===== src/rtl/top_artyx.sv =====
// 24-hour BCD clock driving an 8-digit multiplexed seven-segment display.
// Layout HH-MM-SS; anodes and segments are active-low and registered.
module top_artyx #(
  parameter int unsigned TICK_DIV    = 100000000,
  parameter int unsigned REFRESH_DIV = 100000
) (
  input  logic       CLK100MHZ,
  input  logic       BTNC,
  output logic [7:0] AN,
  output logic       CA,
  output logic       CB,
  output logic       CC,
  output logic       CD,
  output logic       CE,
  output logic       CF,
  output logic       CG
);

  localparam int unsigned TW = (TICK_DIV > 1) ? $clog2(TICK_DIV) : 1;
  localparam int unsigned RW = (REFRESH_DIV > 1) ? $clog2(REFRESH_DIV) : 1;
  localparam logic [TW-1:0] TICK_MAX = TW'(TICK_DIV - 1);
  localparam logic [RW-1:0] REF_MAX  = RW'(REFRESH_DIV - 1);
  localparam logic [3:0]    DASH     = 4'hA;

  logic [TW-1:0] tick_cnt;
  logic [RW-1:0] ref_cnt;
  logic [2:0]    dig;
  logic [3:0]    s_u, s_t, m_u, m_t, h_u, h_t;
  logic [6:0]    seg;

  logic       tick, ref_adv, s_carry, m_carry;
  logic [3:0] cur_val;

  // Segment pattern {a,b,c,d,e,f,g}, lit segments driven low
  function automatic logic [6:0] seg7(input logic [3:0] v);
    case (v)
      4'd0:    seg7 = 7'b0000001;
      4'd1:    seg7 = 7'b1001111;
      4'd2:    seg7 = 7'b0010010;
      4'd3:    seg7 = 7'b0000110;
      4'd4:    seg7 = 7'b1001100;
      4'd5:    seg7 = 7'b0100100;
      4'd6:    seg7 = 7'b0100000;
      4'd7:    seg7 = 7'b0001111;
      4'd8:    seg7 = 7'b0000000;
      4'd9:    seg7 = 7'b0000100;
      DASH:    seg7 = 7'b1111110;
      default: seg7 = 7'b1111111;
    endcase
  endfunction

  // Carry chain and digit select from the current (pre-edge) state
  always_comb begin
    tick    = (tick_cnt == TICK_MAX);
    ref_adv = (ref_cnt == REF_MAX);
    s_carry = tick && (s_t == 4'd5) && (s_u == 4'd9);
    m_carry = s_carry && (m_t == 4'd5) && (m_u == 4'd9);
    cur_val = DASH;
    case (dig)
      3'd7:    cur_val = h_t;
      3'd6:    cur_val = h_u;
      3'd4:    cur_val = m_t;
      3'd3:    cur_val = m_u;
      3'd1:    cur_val = s_t;
      3'd0:    cur_val = s_u;
      default: cur_val = DASH;
    endcase
  end

  always_ff @(posedge CLK100MHZ) begin
    if (BTNC) begin
      tick_cnt <= '0;
      ref_cnt  <= '0;
      dig      <= 3'd0;
      s_u      <= 4'd0;
      s_t      <= 4'd0;
      m_u      <= 4'd0;
      m_t      <= 4'd0;
      h_u      <= 4'd0;
      h_t      <= 4'd0;
      AN       <= 8'hFF;
      seg      <= 7'b1111111;
    end else begin
      tick_cnt <= tick ? '0 : tick_cnt + TW'(1);
      ref_cnt  <= ref_adv ? '0 : ref_cnt + RW'(1);
      if (ref_adv) dig <= dig + 3'd1;

      if (tick) begin
        if (s_u == 4'd9) begin
          s_u <= 4'd0;
          s_t <= (s_t == 4'd5) ? 4'd0 : s_t + 4'd1;
        end else begin
          s_u <= s_u + 4'd1;
        end
      end

      if (s_carry) begin
        if (m_u == 4'd9) begin
          m_u <= 4'd0;
          m_t <= (m_t == 4'd5) ? 4'd0 : m_t + 4'd1;
        end else begin
          m_u <= m_u + 4'd1;
        end
      end

      // Hours roll 23 -> 00 in the same edge as the minute carry
      if (m_carry) begin
        if ((h_t == 4'd2) && (h_u == 4'd3)) begin
          h_t <= 4'd0;
          h_u <= 4'd0;
        end else if (h_u == 4'd9) begin
          h_u <= 4'd0;
          h_t <= h_t + 4'd1;
        end else begin
          h_u <= h_u + 4'd1;
        end
      end

      AN  <= ~(8'b1 << dig);
      seg <= seg7(cur_val);
    end
  end

  assign {CA, CB, CC, CD, CE, CF, CG} = seg;

endmodule


===== config.mk =====
export PLATFORM = sky130hd
export DESIGN_NAME = top_artyx
export DESIGN_NICKNAME = d
export VERILOG_FILES = /design/src/rtl/top_artyx.sv
export SDC_FILE = /design/constraint.sdc
export NUM_CORES = 1
export LEC_CHECK = 0
export CORE_UTILIZATION = 55
export CTS_CLUSTER_SIZE = 14
export DETAILED_ROUTE_END_ITERATION = 16
export GPL_TIMING_DRIVEN = 1
export PLACE_DENSITY = 0.81
export SLEW_MARGIN = 10
export SYNTH_ARGS = -nofsm -noshare
export SYNTH_HDL_FRONTEND = slang
export SYNTH_SLANG_ARGS = --single-unit

===== constraint.sdc =====
create_clock -name CLK100MHZ -period 2.6 [get_ports CLK100MHZ]
set_clock_uncertainty 0.05 [all_clocks]
set_input_delay 0.52 -clock CLK100MHZ [delete_from_list [all_inputs] [get_ports CLK100MHZ]]
set_output_delay 0.52 -clock CLK100MHZ [all_outputs]
set_load 0.01 [all_outputs]

# After elaboration in Yosys (flattened, before gate mapping)
# Memories as Yosys holds them, arrays and structs flattened. A register that Yosys moved wholly into a read port is not among the register bits.
# Index checks and enable logic that the tools add are counted.
classes:
  n_addsub: 9
  n_bitwise: 1
  muxes: 9
  eq_ne: 14
  reduce_logical: 12
  shifts: 1
op_table:
  columns: ["op", "count"]
  rows:
  - ["two-way mux 4 bit", 8]
  - ["adder 27 x 1 -> 27 bit (second input constant)", 1]
  - ["equality test 27 bit (second input constant)", 1]
  - ["adder 4 x 1 -> 4 bit (second input constant)", 6]
  - ["one-hot mux 4 bit (6 select lines)", 1]
  - ["adder 17 x 1 -> 17 bit (second input constant)", 1]
  - ["equality test 17 bit (second input constant)", 1]
  - ["equality test 4 bit (second input constant)", 3]
  - ["equality test 3 bit (second input constant)", 3]
  - ["equality test 4 x 2 -> 1 bit (second input constant)", 2]
  - ["equality test 4 x 3 -> 1 bit (second input constant)", 2]
  - ["inverter 8 bit", 1]
  - ["left shift 1 x 3 -> 8 bit (first input constant)", 1]
  - ["AND reduction 2 bit", 3]
  - ["logical AND 1 bit", 5]
  - ["OR reduction 2 bit", 2]
  - ["adder 3 x 1 -> 3 bit (second input constant)", 1]
  - ["equality test 3 x 1 -> 1 bit (second input constant)", 1]
  - ["equality test 3 x 2 -> 1 bit (second input constant)", 1]
  - ["zero test 3 bit", 1]
  - ["nonzero test 2 bit", 1]
totals:
  register_bits: 79
  inputBits: 2
  elab_cells: 57
  out_inout_bits: 15
  memories: 1
  romBits: 112
mem_list:
  columns: ["name", "depth", "word_bits", "rd", "rd_ports_with_merged_regs", "write_ports", "line_no", "text"]
  rows:
  - ["(name not given)", 16, 7, 1, 1, 0, "36", "case (v)"]

# Depth between registers and ports, before layout
# Gate-level depths: netlist of run 1.
logic_depth:
  word_depth: 6
  depth_mapped: 11
  depth_no_buf: 10

# Worst setup path before layout of run 1
# OpenSTA, ideal clock, no wires.
synth_path:
  path_type: "reg2reg"
  start: "reg dig[0]"
  end: "reg seg[2]"
  setup_time_ps: 149
  period_less_slack_ps: 2439
  required_time_ps: 2401
  path_stages_with_launch: 11
  t_arrival_ps: 2240
  path_slack_ps: 161
  n_path_buf: 0
  path_cell_list: "dfxtp_1 > ha_1 > ha_1 > a22oi_1 > nand2_1 > or4_1 > inv_1 > ha_1 > inv_1 > nor4_1 > a31oi_1"
synth_between:
  elab_chain_len: 2
  word_cells_on_any_way: 7
  classes_between: "5 x eq/ne; 1 x mux; 1 x reduce/logical"
synth_rtl:
  columns: ["element", "line_no", "text"]
  rows:
  - ["start: declaration", "27", "logic [2:0] dig;"]
  - ["start signal: assignment", "86", "if (ref_adv) dig <= dig + 3'd1;"]
  - ["equality test 3 x 1 -> 1 bit, or another cell as far along", "59", "case (dig)"]
  - ["one-hot mux 4 bit (6 select lines) (*)", "59", null]
  - ["end: declaration", "29", "logic [6:0] seg;"]
# Every way passes the cells marked *; elsewhere a longest branch is shown, timed or not.
# A chain may end at the register's enable or synchronous reset.

# Worst setup path after layout of run 1
layout_path:
  start: "reg tick_cnt[0]"
  end: "reg m_u[0]"
layout_between:
  elab_chain_len: 3
layout_rtl:
  columns: ["element", "line_no", "text"]
  rows:
  - ["start: declaration", "25", "logic [TW-1:0] tick_cnt;"]
  - ["start signal: assignment", "84", "tick_cnt <= tick ? '0 : tick_cnt + TW'(1);"]
  - ["equality test 27 bit", "54", "tick = (tick_cnt == TICK_MAX);"]
  - ["logical AND 1 bit (2 in series)", "56", "s_carry = tick && (s_t == 4'd5) && (s_u == 4'd9);"]
  - ["end signal: assignment", "102", "m_u <= m_u + 4'd1;"]
  - ["end: declaration", "28", "logic [3:0] s_u, s_t, m_u, m_t, h_u, h_t;"]
# No other way between the ends.

==> impl.org, run 1 <==
** Clock network
- The clock tree synthesis step divided the H-tree into 3 levels.
- Counting the buffers created by CTS gives 9.
- No sink is reached through more buffers than the 2 on the longest clock path.
- Number of hold buffers added after CTS :: 0
- At the later pin of the worst-skew pair, clock insertion delay measures 0.35 ns.
- Clock slew at reported path FFs :: 0.09 ns
- CTS saw 86 sinks.
- CTS placed an instance of sky130_fd_sc_hd__clkbuf_8 at the clock tree root.
- TritonCTS built the clock tree.

** Global route
- Pin count of the biggest net entering global routing :: 26
- In the global route stage, met2 resource usage came out at 0.346.
- Across every metal layer, demand over resource in global routing totals 0.213.
- The first global-routing pass estimated 14200 um of wire.
- The number of global-route vias before repair came to 3214.
- Met1 usage in global routing :: 0.276
- Number of antenna violations at the first check in global routing :: 0
- The global routing stage identified its most utilized layer as met2.
- For met3 alone, demand over resource in global routing was 0.0465.
- Final global-route overflow total :: 0

** Critical path
- Data required time at the worst endpoint :: 2.80 ns
- Along the worst path, the maximum fanout reaches 13.
- At the worst endpoint, the arrival time is 2.67 ns.
- Walking the worst path, the cells encountered are ha_1, nand3_1, or4_4, or2_4, nor4b_1, mux2_2.
- Slowest stage cell, crit path :: sky130_fd_sc_hd__or4_4
- CP Capture Type :: register
- By startpoint and endpoint, the worst setup path is classified as reg2reg.
- Stage delay of the slowest cell on the critical path :: 0.60 ns
- Nature of the critical path startpoint :: register

** Synthesis
- FF+latch count, synth :: 86
- Cell Area, Synth :: 4240 um2
- The most used flip-flop cell after synthesis is sky130_fd_sc_hd__dfxtp_1.
- Of all flip-flops after synthesis, the portion carrying an async set or reset was 0.
- Total number of yosys warnings :: 0
- The number of nets handed over by synthesis was 505.
- Synthesized netlist cell count :: 485
- The share of the Yosys chip area taken by registers is 0.406.
- A synthesized cell averages 8.74 um2.
- Counting flops with a built-in enable in the synthesized netlist gives 0.
- In this run, distinct cell masters in the synthesized netlist total 56.

** Floorplan
- Die extent in y :: 89.8 um
- The floorplan has 31 rows.
- Number of ports placed on the die boundary :: 17
- The die covers 8060 um2.
- Measured along the x axis, the die boundary spans 89.8 um.
- Core area :: 7330 um2
- For this configuration, the core starts out at a cell density of 0.578.

** Timing
- At the pin with the least slew margin, the transition time is 0.766 ns.
- The clock period could shrink to 2.47 ns.
- Final period utilization :: 0.951
- Setup total negative slack on the finished layout was measured at 0 ns.
- Number of hold violations in the final report :: 0
- For this run, the top clock speed supported by timing is 404 MHz.
- Headroom to the max-slew limit came out at 0.485.
- Setup repair after global routing left no endpoint under its margin.
- Final-report setup violation count :: 0
- Max Slew Vio Count :: 0

** Final layout
- Of the cells placed in the final design, the portion with a size suffix greater than 1 is 0.104.
- The number of antenna diodes in the final layout is 0.
- Post-layout util :: 0.654
- # nets final :: 532
- From synthesis to final layout, the design area changed by 13.2%.

** Power
- Power per Cell Area :: 484 nW/um2
- Across the VDD grid, the largest voltage drop is 280 uV.
- Summed over all cells, the static leakage comes to 1.72 nW.

** Job
- Max-cap violations in this run came to 0.

** Routing
- Detailed-route via count :: 3511
- Post-detailed-routing wire length :: 8270 um
- After detailed routing, the number of vias per cell comes to 5.70.
- In this run the remaining antenna-violating nets after routing total 0.
- Post-route DRC violation count :: 0
- Mean routed wirelength per cell :: 13.4 um
- The first TritonRoute pass finished after 4 iterations.
- Iteration-0 DRC count of the detailed router :: 221

** Run status
- Status :: complete, no violations

** Hold path
- In this run the worst hold path is classified as reg2reg.

** Placement
- The HPWL after detailed placement is 5960 um.
- IO buf count :: 16
- Global placer's final weighted congestion :: 0.862
## through the flow
step | std cells | power, mW | instance area, um2 | setup WS [ns] | hold WS (ns)
after floorplan | 485 | 1.40 | 4240 | 0.161 | 0.368
after global placement | 600 | 1.43 | 4560 | 0.126 | 0.378
after detailed placement | 600 | 1.43 | 4560 | 0.0162 | 0.405
after CTS | 616 | 2.35 | 4760 | 0.0439 | 0.415
after global routing | 616 | 2.41 | 4800 | 0.00743 | 0.447
final | 616 | 2.32 | 4800 | 0.127 | 0.411
## what timing repair did
item | 4_1_cts | 5_1_grt
setup buffers | 0 | 0
gates resized for setup | 1 | 10
setup endpoints to repair | 1 | 7
## synth_stat cells, drive strengths merged, types with 5 or more instances
cell / count / area [um2]
nand2: 36 / 135
nand2b: 5 / 31.3
o21ai: 10 / 50.1
ha: 18 / 225
or4: 10 / 78.8
clkbuf: 7 / 26.3
nor4bb: 8 / 80.1
nor2: 73 / 274
nand3: 25 / 125
xnor2: 17 / 149
nand4: 21 / 138
a21oi: 12 / 60.1
a31oi: 6 / 37.5
nor2b: 8 / 50.1
xor2: 28 / 245
buf: 8 / 47.5
and3: 14 / 87.6
inv: 17 / 63.8
nor3: 11 / 55.1
nor4: 8 / 65.1
mux2i: 7 / 70.1
dfxtp: 86 / 1720
## per-layer routing
metal / vias up / share of wire
met2: 62 / 0.46
li1: 1770 / -
met1: 1667 / 0.49
met4: 0 / 0.018
met5: - / 0
met3: 12 / 0.036
## layout make-up
| type | count | area [um2] |
|---|---|---|
| clock buffer | 9 | 124 |
| clock inverter | 7 | 73.8 |
| tap | 99 | 124 |
| fill | 588 | 2530 |
| timing repair buffer | 31 | 273 |
| sequential | 86 | 1720 |
| inverter | 18 | 67.6 |
| multi-input combinational | 366 | 2410 |
## power by group
part	leakage [nW]	total, mW	internal (mW)	switching [mW]
clock network	0.0996	0.926	0.447	0.479
registers	0.697	1.34	1.33	0.00787
logic	0.922	0.0610	0.0252	0.0358
total	1.72	2.32	1.80	0.523
## layout by cell type, fill, tap and decap left out, drive strengths merged, types with 4 or more instances in the layout
master and count:
dfxtp 86, nor2 73, nand2 36, xor2 28
nand3 25, nand4 21, ha 18, inv 18
xnor2 17, clkdlybuf4s50 16, buf 15, and3 14
a21oi 12, nor3 11, o21ai 10, or4 10
clkbuf 9, nor2b 8, nor4bb 8, nor4 8
mux2i 7, a31oi 6, nand2b 5, clkinv 5
a22o 4, and4 4
## final timing paths
check	startpoint	to	slack [ns]	cells after the start
setup / recovery	tick_cnt[0]	m_u[0]	0.13	6
hold / removal	tick_cnt[0]	tick_cnt[0]	0.41	1
setup reg to reg	tick_cnt[0]	m_u[0]	0.13	6
hold reg to reg	tick_cnt[0]	tick_cnt[0]	0.41	1
## cell families after synthesis
group,Yosys count,share of synthesized area
XOR/XNOR,45,0.0930
buffers and inverters,33,0.0334
AND/OR/NAND/NOR,241,0.308
multiplexers,10,0.0245
adder cells (fa/ha/maj),18,0.0532
AO/OA/AOI/OAI,52,0.0818
flip-flops,86,0.406
## critical path, delay by kind of cell, from the launching register on
kind | cells | cell delay [ns]
muxes | 1 | 0.37
and+or+nand+nor | 4 | 1.38
adders and majority gates | 1 | 0.21
DFF | 1 | 0.36
## sequential cells by signal, indices dropped and copies added (netlist names)
signal	cells
dig	3
m_t	4
tick_cnt	27
s_t	4
h_u	4
AN	8
s_u	4
m_u	4
h_t	4
seg	7
ref_cnt	17
(Power assumes the default switching activity.)
==> inputs of run 2 (changes only) <==
--- a/config.mk
+++ b/config.mk
@@ -5,11 +5,11 @@
 export SDC_FILE = /design/constraint.sdc
 export NUM_CORES = 1
 export LEC_CHECK = 0
-export CORE_UTILIZATION = 55
+export CORE_UTILIZATION = 65
 export CTS_CLUSTER_SIZE = 14
 export DETAILED_ROUTE_END_ITERATION = 16
 export GPL_TIMING_DRIVEN = 1
-export PLACE_DENSITY = 0.81
+export PLACE_DENSITY = 0.89
 export SLEW_MARGIN = 10
 export SYNTH_ARGS = -nofsm -noshare
 export SYNTH_HDL_FRONTEND = slang
==> constraint.sdc (replaced) <==
create_clock -name CLK100MHZ -period 3 [get_ports CLK100MHZ]
set_clock_uncertainty 0.05 [all_clocks]
set_input_delay 0.6 -clock CLK100MHZ [delete_from_list [all_inputs] [get_ports CLK100MHZ]]
set_output_delay 0.6 -clock CLK100MHZ [all_outputs]
set_load 0.01 [all_outputs]
==> run 2 against run 1 <==
Via count is 4.1% higher. Sequential power is 13% lower. Clock power is 19% lower. Setup slack better by 0.17 ns. Worst hold slack hardly changed. Total power is 16% lower. Highest routed layer unchanged. Non-clock buffer count is 9 lower. Die area is 15% lower. Maximum frequency is 8.3% lower. Final area is 3.1% lower. First-iteration DRC count is 42% higher.
==> impl.org, run 2 (same netlist as run 1, synthesis figures left out) <==
** Power
- Power after layout :: 1.96 mW
- In this run the static leakage power is 1.66 nW.
- In this run the power density over the cells is 421 nW/um2.
- Max rail drop VDD :: 317 uV

** Timing
- Number of hold violations in the final report :: 0
- Final period utilization :: 0.899
- Setup Total Neg Slack :: 0 ns
- Final hold analysis gives a worst-case slack of 0.411 ns.
- Worst Max-Slew Pin Slew :: 0.832 ns
- Setup repair after global routing left no endpoint under its margin.
- The worst pin sits at a relative slew slack of 0.438.
- After layout, the minimum clock period comes to 2.70 ns.
- Worst Slack Setup Final :: 0.302 ns
- Setup violations remaining at the end of the flow were counted as 0.
- Max Clk Rate :: 371 MHz
- Max Slew Vio Count :: 0

** Placement
- Global placer's final weighted congestion :: 0.901
- After detailed placement, the design holds a cell count of 569.
- Before CTS, the worst setup slack after placement is 0.283 ns.
- IO buf count :: 16
- Detailed placement finished with a half-perimeter wire length of 6170 um.
- Post-place instance area :: 4460 um2

** Critical path
- Nature of the critical path startpoint :: register
- Walking the worst path, the cells encountered are ha_1, ha_1, a22oi_1, nand2_1, or4_1, inv_1, ha_1, inv_1, nor4_1, a31oi_1.
- Critical register-to-register path endpoint :: seg[2]
- Slowest stage cell, crit path :: sky130_fd_sc_hd__or4_1
- Data arrives at the worst endpoint at 2.88 ns.
- Max FO, Critical Path :: 6
- The worst setup path is of the reg2reg kind.
- The most numerous cell type found on the critical path is sky130_fd_sc_hd__ha_1.
- For the worst flop-to-flop path, the logic depth is 10.
- Tracing the worst setup path back leads to its startpoint at dig[0].
- STA puts the critical path data required time at 3.18 ns.
- Last element of the critical path :: seg[2]
- Among cell families on the critical path, the largest total delay comes from simple AND/OR/NAND/NOR gates.
- Total stage count of the critical path :: 10
- Reg-to-Reg Start :: dig[0]
- Together, buffers and inverters on the worst path number 2.
- Stage delay of the slowest cell on the critical path :: 0.63 ns
- CP Capture Type :: register
- FF-to-FF setup slack :: 0.30 ns

** Global route
- The number of antenna violations at the first check in global routing was 0.
- Entering global routing, the biggest net connects 30 pins.
- Final global-route overflow total :: 0
- First-pass GRT wire length :: 14700 um
- Via count of the first global-routing pass :: 3255
- In the global route stage, overall resource usage came out at 0.282.

** Clock network
- TritonCTS built the clock tree.
- Setup repair bufs after CTS :: 0
- Clk_lat worst skew :: 0.36 ns
- Clock-pin slew was measured on the worst setup and hold paths at 0.09 ns.
- CTS buffer count :: 9
- Counting along the longest clock path gives a buffer depth of 2.
- The clock drives 86 sinks.
- CTS placed an instance of sky130_fd_sc_hd__clkbuf_8 at the clock tree root.
- H-tree levels :: 3

** Final layout
- In the final design database the tool counted 523 nets.
- Fill cells in the final layout number 468.
- Leaving out fill and tap cells, the most frequent cell in the layout is sky130_fd_sc_hd__dfxtp_1.
- Final Instance Area :: 4650 um2
- Flip-flop count of the largest register after layout :: 27
- For this run, the share of the core covered by cells in the final layout is 0.736.
- Non-filler instance count after layout :: 585
- Summing all multi-input logic gate instances after layout gives 2370 um2.
- Antenna diode instance count :: 0
- Compared with the post-synthesis result, the final layout area differs by 9.72%.
- Sequential cell area :: 1720 um2
- Register ranked first by flip-flop count :: tick_cnt
- Leading registers by flop count :: tick_cnt x27, ref_cnt x17, AN x8
- The top cell types in the final layout, fill and taps aside, are sky130_fd_sc_hd__dfxtp_1 (85), sky130_fd_sc_hd__nor2_1 (73), sky130_fd_sc_hd__nand2_1 (36).
- In the final layout, the share of cells above drive strength 1 is 0.0709.

** Floorplan
- The initial utilization of the core area, before any placement, comes to 0.671.
- The floorplan step defined a core boundary enclosing 6310 um2.
- From bottom edge to top edge, the die measures 82.7 um.
- Number of ports placed on the die boundary :: 17
- Overall die width :: 82.7 um
- Num rows :: 29
- Area of the die :: 6840 um2

** Hold path
- In this run the worst hold path is classified as reg2reg.

** Routing
- Detailed-route via count :: 3654
- The count of nets left with antenna violations once routing finished came out at 0.
- Post-detailed-routing wire length :: 8950 um
- Post-route DRC violation count :: 0
- Iteration-0 DRC count of the detailed router :: 314
- Via density per instance :: 6.25
- Mean routed wirelength per cell :: 15.3 um
- The first detailed-routing pass took 7 iterations.

** Job
- The tool flagged a number of max-cap violations equal to 0.

** Run status
- The run finished with clean final reports.
-- run 2: worst register-to-register path: cells and delay by family (launching register included) --
family,cells,cell delay (ns)
AOI/OAI and AO/OA,2,0.27
DFF,1,0.38
buffers and inverters,2,0.22
and+or+nand+nor,3,0.98
adders and majority gates,3,0.67
-- run 2: where the power goes --
group          leakage, nW  switching, mW  internal [mW]
sequential           0.697        0.00716           1.15
clock               0.0853          0.421          0.327
combinational        0.874         0.0307         0.0201
total                 1.66          0.458           1.50
-- run 2: how the worst min path moves through the flow --
stage / from / to / slack, ns / cells past startpoint
after floorplan: tick_cnt[0] / tick_cnt[0] / 0.37 / 1
after global placement: tick_cnt[0] / tick_cnt[0] / 0.38 / 1
after global routing: ref_cnt[0] / ref_cnt[0] / 0.44 / 1
final: tick_cnt[0] / tick_cnt[0] / 0.41 / 1
after detailed placement: tick_cnt[0] / tick_cnt[0] / 0.39 / 1
after CTS: tick_cnt[0] / tick_cnt[0] / 0.41 / 1
-- run 2: per-layer routing --
| metal | wire length (um) | global-route usage | part of all wire |
|---|---|---|---|
| met1 | 3780 | 0.343 | 0.42 |
| met2 | 4270 | 0.470 | 0.48 |
| met3 | 629 | 0.0549 | 0.070 |
| met4 | 271 | 0.143 | 0.030 |
| met5 | 0 | 0 | 0 |
-- run 2: layout make-up --
cell class | instances | share of cell area
clock buffers | 10 | 0.0296
clock inverters | 6 | 0.00969
inverters | 18 | 0.0145
multi-input cells | 366 | 0.511
flip-flops and latches | 86 | 0.371
well taps | 77 | 0.0207
repair buffers | 22 | 0.0441
-- run 2: repair_timing --
item / 4_1_cts / 5_1_grt
gates resized for setup: 0 / 1
hold buffers: 0 / 0
endpoints found under the setup margin: 0 / 1
